File: src/rtl/pipe_efm_stage.sv
// Segmented first-order error-feedback accumulator (MASH-1) on a skewed 3-slice word.
// Optional LFSR dither on the lsb carry-in is enabled by defining PIPE_EFM_DITHER_EN.
module pipe_efm_stage #(
  parameter int                   P_SLICE_W = 8,
  parameter logic [P_SLICE_W-1:0] P_RST_VAL = '0
) (
  input  logic                 i_clk,
  input  logic                 i_rst,
  input  logic                 i_en,
  input  logic [P_SLICE_W-1:0] i_lsb,
  input  logic [P_SLICE_W-1:0] i_isb,
  input  logic [P_SLICE_W-1:0] i_msb,
  output logic [P_SLICE_W-1:0] o_lsb,
  output logic [P_SLICE_W-1:0] o_isb,
  output logic [P_SLICE_W-1:0] o_msb,
  output logic                 o_carry,
  output logic                 o_valid
);

  function automatic logic [P_SLICE_W:0] slice_add(
    input logic [P_SLICE_W-1:0] a,
    input logic [P_SLICE_W-1:0] b,
    input logic                 cin
  );
    return {1'b0, a} + {1'b0, b} + {{P_SLICE_W{1'b0}}, cin};
  endfunction

  logic [P_SLICE_W-1:0] acc_l_p0, acc_i_p1, acc_m_p2;
  logic                 c_l_p0, c_i_p1;
  logic                 en_p1, en_p2;
  logic                 cin_l;
  logic [P_SLICE_W:0]   sum_l, sum_i, sum_m;

`ifdef PIPE_EFM_DITHER_EN
  logic [14:0] lfsr;

  always_ff @(posedge i_clk) begin
    if (i_rst)
      lfsr <= 15'h0001;
    else if (i_en)
      lfsr <= {lfsr[13:0], lfsr[14] ^ lfsr[13]};
  end

  assign cin_l = lfsr[0];
`else
  assign cin_l = 1'b0;
`endif

  assign sum_l = slice_add(acc_l_p0, i_lsb, cin_l);
  assign sum_i = slice_add(acc_i_p1, i_isb, c_l_p0);
  assign sum_m = slice_add(acc_m_p2, i_msb, c_i_p1);

  // Stage 0: lsb slice, gated by i_en
  always_ff @(posedge i_clk) begin
    if (i_rst) begin
      acc_l_p0 <= P_RST_VAL;
      c_l_p0   <= 1'b0;
      en_p1    <= 1'b0;
    end else begin
      en_p1 <= i_en;
      if (i_en)
        {c_l_p0, acc_l_p0} <= sum_l;
      else
        c_l_p0 <= 1'b0;
    end
  end

  // Stage 1: isb slice, consumes the lsb carry of the same word
  always_ff @(posedge i_clk) begin
    if (i_rst) begin
      acc_i_p1 <= P_RST_VAL;
      c_i_p1   <= 1'b0;
      en_p2    <= 1'b0;
    end else begin
      en_p2 <= en_p1;
      if (en_p1)
        {c_i_p1, acc_i_p1} <= sum_i;
      else
        c_i_p1 <= 1'b0;
    end
  end

  // Stage 2: msb slice, carry out of the full word
  always_ff @(posedge i_clk) begin
    if (i_rst) begin
      acc_m_p2 <= P_RST_VAL;
      o_carry  <= 1'b0;
      o_valid  <= 1'b0;
    end else begin
      o_valid <= en_p2;
      if (en_p2)
        {o_carry, acc_m_p2} <= sum_m;
      else
        o_carry <= 1'b0;
    end
  end

  assign o_lsb = acc_l_p0;
  assign o_isb = acc_i_p1;
  assign o_msb = acc_m_p2;

endmodule

File: config.mk
export PLATFORM = sky130hd
export DESIGN_NAME = pipe_efm_stage
export DESIGN_NICKNAME = d
export VERILOG_FILES = /design/src/rtl/pipe_efm_stage.sv
export SDC_FILE = /design/constraint.sdc
export NUM_CORES = 1
export LEC_CHECK = 0
export BUFFER_PORTS_ARGS = -buffer_cell sky130_fd_sc_hd__clkbuf_2
export CORE_ASPECT_RATIO = 0.7
export CORE_MARGIN = 2
export CORE_UTILIZATION = 40
export CTS_CLUSTER_SIZE = 28
export DETAILED_ROUTE_END_ITERATION = 10
export PLACE_DENSITY = 0.66
export SLEW_MARGIN = 0
export SYNTH_ARGS = -nofsm -noshare
export SYNTH_HDL_FRONTEND = slang
export SYNTH_SLANG_ARGS = --single-unit
File: constraint.sdc
create_clock -name i_clk -period 2.2 [get_ports i_clk]
set_input_delay 0.11 -clock i_clk [delete_from_list [all_inputs] [get_ports i_clk]]
set_output_delay 0.11 -clock i_clk [all_outputs]
set_load 0.01 [all_outputs]
# Yosys cells after proc, flatten, opt, wreduce, memory -nomap -nowiden
# Cells that the tools add are included.
[totals] reg_bits=30 inputBits=27 output_inout_bits=26 word_cells=20
[classes] add_sub_neg=5 n_bitwise=3 reduce_logical=3
[op_table] cell="$add 8x8->9" count=3
[op_table] cell="$add 9x1->9" count=2
[op_table] cell="$reduce_or 2->1" count=3
[op_table] cell="$not 1->1" count=3

# Depth between registers and ports, before layout
# Gate-level depths: netlist of run 1.
[depth] ltp_word=2 ltp_mapped=6 depth_no_buf=6

# Least setup slack after synthesis of run 1
# Ideal clock, no wire load.
[synth_path] path_type="reg-to-reg" startpoint="register acc_i_p1[0] (netlist: o_isb[0])" endpoint="register acc_i_p1[6] (netlist: o_isb[6])" setup_ns=0.128 arrival_ns=1.960 required_time_ns=2.072 path_slack_ns=0.112 stages_incl_launch_ff=7 path_buffers=0 synth_period_minus_slack_ns=2.088 cell_sequence="dfxtp_1 > fa_1 > fa_1 > a211oi_1 > o21bai_1 > a211oi_1 > o22ai_1"
[synth_via] elab_chain_len=2
[synth_rtl] element="from (decl)" line_no="28" source="logic [P_SLICE_W-1:0] acc_l_p0, acc_i_p1, acc_m_p2;"
[synth_rtl] element="from (signal assigned)" line_no="77" source="{c_i_p1, acc_i_p1} <= sum_i;"
[synth_rtl] element="$add 8x8->9" line_no="25" source="return {1'b0, a} + {1'b0, b} + {{P_SLICE_W{1'b0}}, cin};"
[synth_rtl] element="$add 9x1->9" line_no="25"
# Every way passes these cells.
# A chain may end at the register's enable or synchronous reset.

# Final worst setup path of run 1
[layout_path] startpoint="register acc_i_p1[0] (netlist: o_isb[0])" endpoint="register acc_i_p1[4] (netlist: o_isb[4])"
# The elaborated chain is that of the path after synthesis.

==> results of run 1 <==
[flip-flops by register name, summed over array words and instances (netlist names)]
register  count
o_valid       1
o_msb         8
o_carry       1
en_p1         1
o_lsb         8
en_p2         1
c_i_p1        1
c_l_p0        1
o_isb         8
[kinds of logic after synthesis]
group                    share of synthesized area [%]
multiplexers                                      3.00
buffers and inverters                             3.50
flip-flops                                        30.0
AND/OR/NAND/NOR                                   15.9
adder cells (fa/ha/maj)                           18.7
AO/OA/AOI/OAI                                     27.6
XOR/XNOR                                          1.31
[placed cells by master, fill, tap and decap left out, types with 2 or more instances in the layout]
master    count
a21oi_2       2
o311ai_0      4
ha_1         22
nand2_1       9
a21oi_1      18
o22ai_1       3
inv_1         6
nand2b_1      9
o211ai_1      3
a211o_1       3
fa_1          4
clkbuf_2     52
mux2i_1       6
xnor2_1       3
buf_4         5
or3b_2        3
o21bai_1      3
o211a_1       3
nor3b_1       6
nand3_1       3
nor2b_1       3
clkbuf_1      2
or4_1         3
nand3b_1      3
a21o_1        2
clkbuf_8      5
dfxtp_1      30
nor2_1       15
and3_2        2
o311ai_1      2
a211oi_1     11
o21a_1        3
o21ai_0      24
[worst max-delay path, delay by kind of cell, from the launching register on]
kind / cells / cell delay (ps)
adder cells (fa/ha/maj): 2 / 860
AO/OA/AOI/OAI: 4 / 630
flip-flops: 1 / 330
buffers and inverters: 1 / 160
[cells in the mapped netlist, types with 4 or more instances]
master	n
dfxtp_1	30
o21ai_0	24
ha_1	22
a21oi_1	18
nor2_1	15
a211oi_1	12
nand2_1	9
nand2b_1	9
inv_1	6
mux2i_1	6
nor3b_1	6
fa_1	5
o311ai_0	4
[metal layers]
layer	GRT usage, %	up-vias
met5	0	-
met4	5.68	0
met3	4.46	5
met2	23.3	40
met1	26.9	823
li1	-	943
[metrics by stage]
stage          hold WS (ps)  total power [mW]  worst slack [ps]
2_1_floorplan           293             0.894               112
4_1_cts                 205              1.44              79.9
6_report                203              1.42               111
3_5_place_dp            483              1.02               105
3_3_place_gp            473              1.01               121
5_1_grt                 251              1.54              2.90
[power by group through the flow]
stage	logic, mW	registers [mW]	clock network, mW
floorplan	0.256	0.639	0
global placement	0.382	0.630	0
detailed placement	0.383	0.633	0
CTS	0.386	0.621	0.437
global route	0.441	0.628	0.468
finish	0.387	0.621	0.418
[worst paths after layout]
check / start / end / cells after the start
worst max-delay path: o_isb[0]$_SDFFE_PP0P_ / o_isb[4]$_SDFFE_PP0P_ / 7
worst min-delay path: i_lsb[0] / o_lsb[0]$_SDFFE_PP0P_ / 4
worst max register to register: o_isb[0]$_SDFFE_PP0P_ / o_isb[4]$_SDFFE_PP0P_ / 7
worst min register to register: o_msb[3]$_SDFFE_PP0P_ / o_msb[3]$_SDFFE_PP0P_ / 2
[final cells by class]
type / count / area, um2
Tap cell: 69 / 86.3
Multi-Input combinational cell: 177 / 1340
Clock buffer: 7 / 76.3
Timing Repair Buffer: 57 / 298
Inverter: 6 / 22.5
Fill cell: 475 / 2380
Sequential cell: 30 / 601
==> summary.md, run 1 <==
| Metric | Value |
|---|---|
| Post-route core utilization | 50.4% |
| CTS H-tree lvls | 2 |
| Met3 Routed Length | 231 um |
| Worst setup SP type | flip-flop |
| Final setup vio count | 0 |
| Cell area after layout | 0.00242 mm2 |
| Sequential element share of the synthesized area | 30.0% |
| Input/output buffers | 52 |
| Resized cells post-CTS | 0 |
| Die height | 63.2 um |
| Global-route wire length before repair | 7740 um |
| Crit share post-route | 95.0% |
| Number of vias per cell after detailed routing | 5.23 |
| Overall routed net length | 4430 um |
| Placed Instances | 339 |
| Starting DRC count in detailed routing | 51 |
| CP cell instances | fa_1 > fa_1 > buf_4 > a21o_1 > a211o_1 > o211ai_1 > a21oi_1 |
| # IOs | 53 |
| Max-slew violation count | 0 |
| Max-slew headroom | 60.4% |
| Power share of the combinational group | 27.1% |
| First-pass detailed-route iteration total | 4 |
| Antenna violations before repair | 0 |
| Synth warnings | 0 |
| Antenna-violating nets left | 0 |
| Setup repair after global routing missed its margin | no |
| F_max | 479 MHz |
| Total die area | 0.00560 mm2 |
| Number of sinks handled by clock tree synthesis | 30 |
| Synthesized net count | 274 |
| Maximum root-to-sink buffer count | 2 |
| Inserted Diodes | 0 |
| Biggest fanout along the worst timing path | 3 |
| Post-route insts no fill | 346 |
| Via count of the first global-routing pass | 1,706 |
| Post-synthesis sequential element count | 30 |
| Actual slew at the worst max-slew pin | 594 ps |
| Combined area of all synthesized cells | 0.00200 mm2 |
| Switching Share | 31.2% |
| Cell accounting for the most synthesized area | dfxtp_1 |
| Setup Crit Path Kind | flip-flop to flip-flop |
| Number of enable-type register cells in the synthesized netlist | 0 |
| Fraction of final layout cells sized beyond drive strength 1 | 26.4% |
| Synthesis-to-finish area growth | 21.0% |
| Post-CTS setup-driven buffer insertion count | 0 |
| Crit-path most repeated cell | fa_1 |
| Setup slack of the most critical reg-to-reg path | 110 ps |
| Half-perimeter wire length after placement | 3330 um |
| Total clock buffers created by CTS | 5 |
| Std-Cell Core Area | 0.00481 mm2 |
| Clk pin slew, worst setup/hold paths | 60 ps |
| Leakage power | 1.10 nW |
| Total number of vias | 1,811 |
| Pin count of the biggest net entering global routing | 30 |
| Sw Pwr | 444 uW |
| Last weighted congestion value of the routability-driven placer | 0.847 |
| Final-report hold violation count | 0 |
| Sum of routed wire segments on met1 | 2440 um |
| Max layer used | met4 |
| Hold buffer count at CTS | 0 |
| Power density over the cells | 588 mW/mm2 |
| CTS tree | yes |
| Gate count after technology mapping | 220 |
| Starting Density | 41.7% |
| Data arrival time at the worst-slack endpoint | 2260 ps |
| Internal power of the cells | 980 uW |
| Worst hold path type | input port to flip-flop |
| Unique cell type count in the Yosys netlist | 36 |
| Worst EP required | 2370 ps |
| Insertion delay of the later-clocked pin in the worst-skew pair | 280 ps |
| WL/cell | 12.8 um |
| Dominant synthesized flop cell | dfxtp_1 |
| Post-Syn Area per Cell | 9.11 um2 |
| Post-layout minimum cycle time | 2090 ps |
| Dominant cells by area after synthesis | dfxtp_1, ha_1, o21ai_0, fa_1, a21oi_1 |
| Yosys top cell area share | 30.0% |
| Number of nets in the final layout | 331 |
| Crit. End Element | flip-flop |
| Async set or reset register ratio after synthesis | 0% |
| Overflow left after global routing | 0 |
| Met2 WL post-DR | 1720 um |
| Critical Path Slowest Stage Cell | fa_1 |
| Highest cell delay on the worst timing path | 440 ps |
| Placed Area | 0.00234 mm2 |
| Number of placement rows | 21 |
| Root buffer cell | clkbuf_8 |
| Portion of total power attributed to the clock network | 29.3% |
| Total negative slack | 0 ps |
| Final clock skew | 9.13 ps |
| Largest vdd supply drop | 0.219 mV |
| Result of the run | complete, no violations |
| X dimension of the die | 88.6 um |
| Relative contribution of sequential cells to total power | 43.6% |
| Overall Global Routing Usage | 17.5% |
| Drt drc | 0 |
| Total of max-cap violations | 0 |
Power figures use the tool's default switching activity.
==> run 2, diff against run 1 <==
- CORE_UTILIZATION: 40 -> 25
- PLACE_DENSITY: 0.66 -> not set
- clock period: 2.2 -> 2.6 ns (I/O delays scaled with it)
==> run 2 against run 1 <==
Combinational power decreased by 17%. Setup slack improved by 210 ps. Sequential power decreased by 15%. Total power decreased by 1.9%. Die area increased by 56%. Via count increased by 1.4%. Core utilization decreased by 19 points. Flip-flop and latch count unchanged. Sequential share of layout area decreased by 0.51 points. Critical endpoint is now o_isb[6]$_SDFFE_PP0P_.
==> summary.md, run 2 (synthesized netlist as in run 1, its figures left out) <==
| Metric | Value |
|---|---|
| Result of the run | complete, no violations |
| Smallest hold slack | 224 ps (+20.7 ps) |
| Number of nets in the final layout | 326 (-1.5%) |
| Total number of vias | 1,837 (+1.4%) |
| Clk pin slew, worst setup/hold paths | 50 ps (about the same) |
| Worst Hold Launch | i_lsb[0] |
| Number of sinks handled by clock tree synthesis | 30 (unchanged) |
| Post-CTS setup-driven buffer insertion count | 0 (unchanged) |
| Biggest fanout along the worst timing path | 3 (unchanged) |
| Worst hold path type | input port to flip-flop |
| Fraction of final layout cells sized beyond drive strength 1 | 24.3% (-2.1 points) |
| Root buffer cell | clkbuf_16 |
| Antenna-violating nets left | 0 (unchanged) |
| Total die area | 0.00876 mm2 (+56%) |
| Crit. End Element | flip-flop |
| Total of max-cap violations | 0 (unchanged) |
| Drt drc | 0 (unchanged) |
| Highest cell delay on the worst timing path | 440 ps (about the same) |
| Power density over the cells | 565 mW/mm2 (-4.0%) |
| Number of inserted filler cells in the final layout | 830 (+75%) |
| Resized cells post-CTS | 0 (unchanged) |
| Launching point of the worst reg2reg path | o_isb[0]$_SDFFE_PP0P_ |
| Insertion delay of the later-clocked pin in the worst-skew pair | 270 ps (about the same) |
| Input/output buffers | 52 (unchanged) |
| Final-report hold violation count | 0 (unchanged) |
| Leakage power | 1.10 nW (+0.19%) |
| Last weighted congestion value of the routability-driven placer | 0.772 (-8.8%) |
| Setup Crit Path Kind | flip-flop to flip-flop |
| CP cell instances | fa_1 > fa_1 > a211oi_1 > o21bai_1 > a211oi_1 > o22ai_1 |
| Pin count of the biggest net entering global routing | 40 (+33%) |
| Half-perimeter wire length after placement | 3650 um (+9.6%) |
| Inserted Diodes | 0 (unchanged) |
| Crit share post-route | 87.8% (-7.2 points) |
| Max-slew headroom | 48.4% (-12 points) |
| Setup slack of the most critical reg-to-reg path | 320 ps (+210 ps) |
| Total negative slack | 0 ps (unchanged) |
| Overall routed net length | 4790 um (+8.1%) |
| Worst setup SP type | flip-flop |
| F_max | 438 MHz (-8.5%) |
| CP startpoint | o_isb[0]$_SDFFE_PP0P_ |
| WL/cell | 12.8 um (+0.32%) |
| Number of placement rows | 27 (+29%) |
| Overflow left after global routing | 0 (unchanged) |
| Max-slew violation count | 0 (unchanged) |
| Hold buffer count at CTS | 0 (unchanged) |
| Most used cells in the layout excluding fill and tap cells | clkbuf_2, dfxtp_1, o21ai_0 |
| Starting DRC count in detailed routing | 42 (-18%) |
| Critical Path Slowest Stage Cell | fa_1 |
| Maximum root-to-sink buffer count | 2 (unchanged) |
| First-pass detailed-route iteration total | 5 (+1) |
| Leading cell type in the layout, fill and taps excluded | clkbuf_2 |
| Final setup vio count | 0 (unchanged) |
| Antenna violations before repair | 0 (unchanged) |
| CTS H-tree lvls | 2 (unchanged) |
| Synthesis-to-finish area growth | 23.5% |
| Post-layout minimum cycle time | 2280 ps (+194 ps) |
| Starting Density | 25.7% (-16 points) |
| CTS tree | yes |
| Global-route wire length before repair | 8110 um (+4.8%) |
| Setup repair after global routing missed its margin | no |
| Number of vias per cell after detailed routing | 4.92 (-5.9%) |
| Die height | 78.9 um (+25%) |
| Actual slew at the worst max-slew pin | 774 ps (+180 ps) |
| X dimension of the die | 111 um (+25%) |
| # IOs | 53 (unchanged) |
| Overall Global Routing Usage | 11.3% (-6.2 points) |
| Worst setup path endpoint | o_isb[6]$_SDFFE_PP0P_ |
| Largest vdd supply drop | 0.201 mV (-8.1%) |
| Endpoint of the worst register-to-register path | o_isb[6]$_SDFFE_PP0P_ |
| Data arrival time at the worst-slack endpoint | 2400 ps (+140 ps) |
| Final clock skew | 3.47 ps (-5.66 ps) |
| Worst reg2reg path depth | 6 (-1) |
| Std-Cell Core Area | 0.00780 mm2 (+62%) |
| Via count of the first global-routing pass | 1,744 (+2.2%) |
| Total clock buffers created by CTS | 5 (unchanged) |
| Worst EP required | 2720 ps (+350 ps) |
-- run 2: per-layer routing --
| metal | vias up | global-route usage [%] | part of all wire (%) |
|---|---|---|---|
| met3 | 5 | 3.82 | 5.3 |
| met5 | - | 0 | 0 |
| met2 | 35 | 17.5 | 42 |
| met4 | 0 | 3.00 | 0.63 |
| li1 | 941 | - | - |
| met1 | 856 | 15.2 | 52 |
-- run 2: cell type report --
cell class | count | area, um2 | area share, %
Sequential cell | 30 | 601 | 24.3
Clock buffer | 7 | 133 | 5.36
Timing Repair Buffer | 52 | 260 | 10.5
Multi-Input combinational cell | 177 | 1330 | 53.8
Tap cell | 101 | 126 | 5.11
Inverter | 6 | 22.5 | 0.910
-- run 2: worst min-delay path by stage --
stage / endpoint / slack (ps) / depth (start not counted)
after floorplan: en_p1$_SDFF_PP0_ / 310 / 1
after global placement: o_msb[3]$_SDFFE_PP0P_ / 480 / 2
after detailed placement: o_msb[4]$_SDFFE_PP0P_ / 480 / 2
after CTS: o_lsb[0]$_SDFFE_PP0P_ / 230 / 4
after global routing: o_lsb[0]$_SDFFE_PP0P_ / 260 / 4
final: o_lsb[0]$_SDFFE_PP0P_ / 220 / 4
-- run 2: stage by stage --
| stage | cells | cell area [um2] | utilization [%] | power (mW) | setup WS, ps |
|---|---|---|---|---|---|
| 2_1_floorplan | 220 | 2000 | - | 0.757 | 512 |
| 5_1_grt | 373 | 2470 | 31.7 | 1.48 | 130 |
| 3_3_place_gp | 366 | 2340 | 30.0 | 0.850 | 386 |
| 4_1_cts | 373 | 2470 | 31.7 | 1.42 | 331 |
| 6_report | 373 | 2470 | 31.7 | 1.40 | 317 |
| 3_5_place_dp | 366 | 2340 | 30.0 | 0.857 | 364 |
-- run 2: critical path: cells and delay by family (launching register included) --
family          cells  cell delay [ps]
fa+ha+maj           2              880
compound gates      4              930
flops               1              330
-- run 2: power by group --
part / internal [mW] / switching [mW]
logic: 0.147 / 0.177
registers: 0.493 / 0.0314
clock network: 0.350 / 0.200
==> run 3, diff against run 2 <==
- ABC_AREA: not set -> 1
- TNS_END_PERCENT: not set -> 100
==> run 3 against run 2 <==
Final area up 9.0%. Routed wire length rose by 12%. Critical path depth up 2. First-iteration DRC count grew 130%. Clock power is 6.2% higher. Global-route usage increased by 0.28 points. Combinational power increased by 18%. Clock skew is 1.7 ps higher. Setup slack improved by 440 ps. Total power is 6.5% higher. Register-to-register slack better by 440 ps. Sequential share of layout area is 2.0 points lower.
==> summary.md, run 3 <==
| Metric | Value |
|---|---|
| Worst setup path endpoint | o_isb[4]$_SDFFE_PP0P_ |
| Number of inserted filler cells in the final layout | 940 (+13%) |
| Starting DRC count in detailed routing | 95 (+130%) |
| Biggest fanout along the worst timing path | 3 (unchanged) |
| Total number of vias | 2,121 (+15%) |
| Worst EP required | 2760 ps (+40 ps) |
| Most used cells in the layout excluding fill and tap cells | nand2_1, clkbuf_2, nor2_1 |
| Leakage power | 1.51 nW (+37%) |
| Number of sinks handled by clock tree synthesis | 30 (unchanged) |
| # IOs | 53 (unchanged) |
| Combined area of all synthesized cells | 0.00217 mm2 (+8.4%) |
| Fraction of final layout cells sized beyond drive strength 1 | 18.8% (-5.5 points) |
| Power density over the cells | 551 mW/mm2 (-2.4%) |
| Max-slew headroom | 61.3% (+13 points) |
| Synthesis-to-finish area growth | 24.3% |
| Final setup vio count | 0 (unchanged) |
| Final-report hold violation count | 0 (unchanged) |
| Overall routed net length | 5380 um (+12%) |
| Setup Crit Path Kind | flip-flop to flip-flop |
| CTS tree | yes |
| Starting Density | 25.7% (+0.057 points) |
| Insertion delay of the later-clocked pin in the worst-skew pair | 270 ps (about the same) |
| Post-Syn Area per Cell | 6.96 um2 (-24%) |
| Commonest cells in the netlist | nand2_1, nor2_1, inv_1 |
| Result of the run | complete, no violations |
| Total of max-cap violations | 0 (unchanged) |
| Worst setup SP type | flip-flop |
| Placed Area | 0.00255 mm2 (+8.9%) |
| Post-route core utilization | 32.0% (+0.25 points) |
| Antenna-violating nets left | 0 (unchanged) |
| Met1 usage | 15.9% (+0.69 points) |
| F_max | 543 MHz (+24%) |
| Worst hold path type | input port to flip-flop |
| Pin count of the biggest net entering global routing | 16 (-60%) |
| CTS H-tree lvls | 2 (unchanged) |
| Synth warnings | 0 (unchanged) |
| Launching point of the worst reg2reg path | o_isb[0]$_SDFFE_PP0P_ |
| Half-perimeter wire length after placement | 4220 um (+16%) |
| WL/cell | 11.0 um (-14%) |
| Largest vdd supply drop | 0.315 mV (+56%) |
| Highest cell delay on the worst timing path | 440 ps (about the same) |
| Post-layout minimum cycle time | 1840 ps (-441 ps) |
| Max-slew violation count | 0 (unchanged) |
| Inserted Diodes | 0 (unchanged) |
| Total negative slack | 0 ps (unchanged) |
| CP cell instances | fa_1 > fa_1 > nand3_1 > nand2_1 > nand2_1 > nand3_1 > o211ai_1 > inv_1 |
| Sequential element share of the synthesized area | 27.6% (-2.3 points) |
| Dominant synthesized flop cell | dfxtp_1 |
| Synthesized net count | 366 (+34%) |
| Async set or reset register ratio after synthesis | 0% (unchanged) |
| Worst reg2reg path depth | 8 (+2) |
| Unique cell type count in the Yosys netlist | 21 (-42%) |
| First-pass detailed-route iteration total | 5 (unchanged) |
| Number of vias per cell after detailed routing | 4.36 (-12%) |
| Crit. End Element | flip-flop |
| Number of nets in the final layout | 420 (+29%) |
| Post-CTS setup-driven buffer insertion count | 0 (unchanged) |
| Global-route wire length before repair | 8620 um (+6.2%) |
| Antenna violations before repair | 0 (unchanged) |
| Std-Cell Core Area | 0.00844 mm2 (+8.2%) |
| Last weighted congestion value of the routability-driven placer | 0.867 (+12%) |
| Setup slack of the most critical reg-to-reg path | 760 ps (+440 ps) |
| Actual slew at the worst max-slew pin | 580 ps (-195 ps) |
| Total clock buffers created by CTS | 5 (unchanged) |
| Maximum root-to-sink buffer count | 2 (unchanged) |
| Global-route track usage on met2 | 18.0% (+0.53 points) |
| Total die area | 0.00946 mm2 (+8.1%) |
| Data arrival time at the worst-slack endpoint | 2010 ps (-390 ps) |
| Smallest hold slack | 223 ps (-0.857 ps) |
| X dimension of the die | 115 um (+4.0%) |
| Final clock skew | 5.18 ps (+1.71 ps) |
| Most used routing layer in global routing | met2 |
| CP startpoint | o_isb[0]$_SDFFE_PP0P_ |
| Setup repair after global routing missed its margin | no |
| Endpoint of the worst register-to-register path | o_isb[4]$_SDFFE_PP0P_ |
| Post-synthesis sequential element count | 30 (unchanged) |
| Root buffer cell | clkbuf_16 |
| Sequential standard cell area | 601 um2 (unchanged) |
| Critical Path Slowest Stage Cell | fa_1 |
| Hold buffer count at CTS | 0 (unchanged) |
| Leading cell type by number of instances after synthesis | nand2_1 |
| Total area of multi-input combinational cells | 0.00137 mm2 (+2.6%) |
| Via count of the first global-routing pass | 1,854 (+6.3%) |
| Crit share post-route | 70.9% (-17 points) |
| Number of enable-type register cells in the synthesized netlist | 0 (unchanged) |
| Clk pin slew, worst setup/hold paths | 50 ps (about the same) |
| Total Power Consumption | 1.49 mW (+6.5%) |
| Cell accounting for the most synthesized area | dfxtp_1 |
| Number of placement rows | 28 (+3.7%) |
| Input/output buffers | 52 (unchanged) |
| Dominant cells by area after synthesis | dfxtp_1, ha_1, nand2_1, nor2_1, inv_1 |
| Leading cell type in the layout, fill and taps excluded | nand2_1 |
| Drt drc | 0 (unchanged) |
| Cell area after layout | 0.00270 mm2 (+9.0%) |
| GR Util met3 | 3.54% (-0.27 points) |
| Overall Global Routing Usage | 11.6% (+0.28 points) |
| Gate count after technology mapping | 312 (+42%) |
| Die height | 82.0 um (+3.9%) |
| Yosys top cell area share | 27.6% (-2.3 points) |
| Overflow left after global routing | 0 (unchanged) |
| Resized cells post-CTS | 0 (unchanged) |
run 3: per-stage QoR:
step	std cells	setup slack, ps
3_5_place_dp	479	776
4_1_cts	487	761
5_1_grt	487	597
6_report	487	758
2_1_floorplan	312	867
3_3_place_gp	479	811
run 3: cell families after synthesis:
family	synth area share [%]
buf+inv	9.39
fa+ha+maj	17.3
flops	27.6
xor+xnor	1.21
simple gates	35.3
compound gates	9.16
run 3: worst min-delay path by stage:
stage,start,to,slack [ps],depth (start not counted)
after floorplan,i_rst,en_p2$_SDFF_PP0_,210,1
after global placement,i_lsb[0],o_lsb[0]$_SDFFE_PP0P_,480,4
after global routing,i_lsb[0],o_lsb[0]$_SDFFE_PP0P_,260,4
after detailed placement,i_lsb[0],o_lsb[0]$_SDFFE_PP0P_,500,4
final,i_lsb[0],o_lsb[0]$_SDFFE_PP0P_,220,4
after CTS,i_lsb[0],o_lsb[0]$_SDFFE_PP0P_,220,4
run 3: per-layer routing:
metal	vias to the layer above	routed length (um)
met5	-	0
met3	4	266
met1	939	2830
met2	58	2250
met4	0	25
li1	1120	-
run 3: critical path, delay by kind of cell, from the launching register on:
| family | cells | cell delay [ps] |
|---|---|---|
| compound gates | 1 | 120 |
| fa+ha+maj | 2 | 880 |
| buf+inv | 1 | 50 |
| flops | 1 | 330 |
| simple gates | 4 | 360 |
run 3: layout make-up:
class                      count  share of cell area [%]
timing repair buffer          52                    9.64
tap                          120                    5.56
clock inverter                 1                   0.185
multi-input combinational    231                    50.7
clock buffer                   7                    5.29
sequential                    30                    22.3
inverter                      46                    6.40
run 3: power breakdown:
part           internal, mW  switching [mW]
sequential            0.492          0.0312
combinational         0.159           0.222
clock                 0.379           0.204
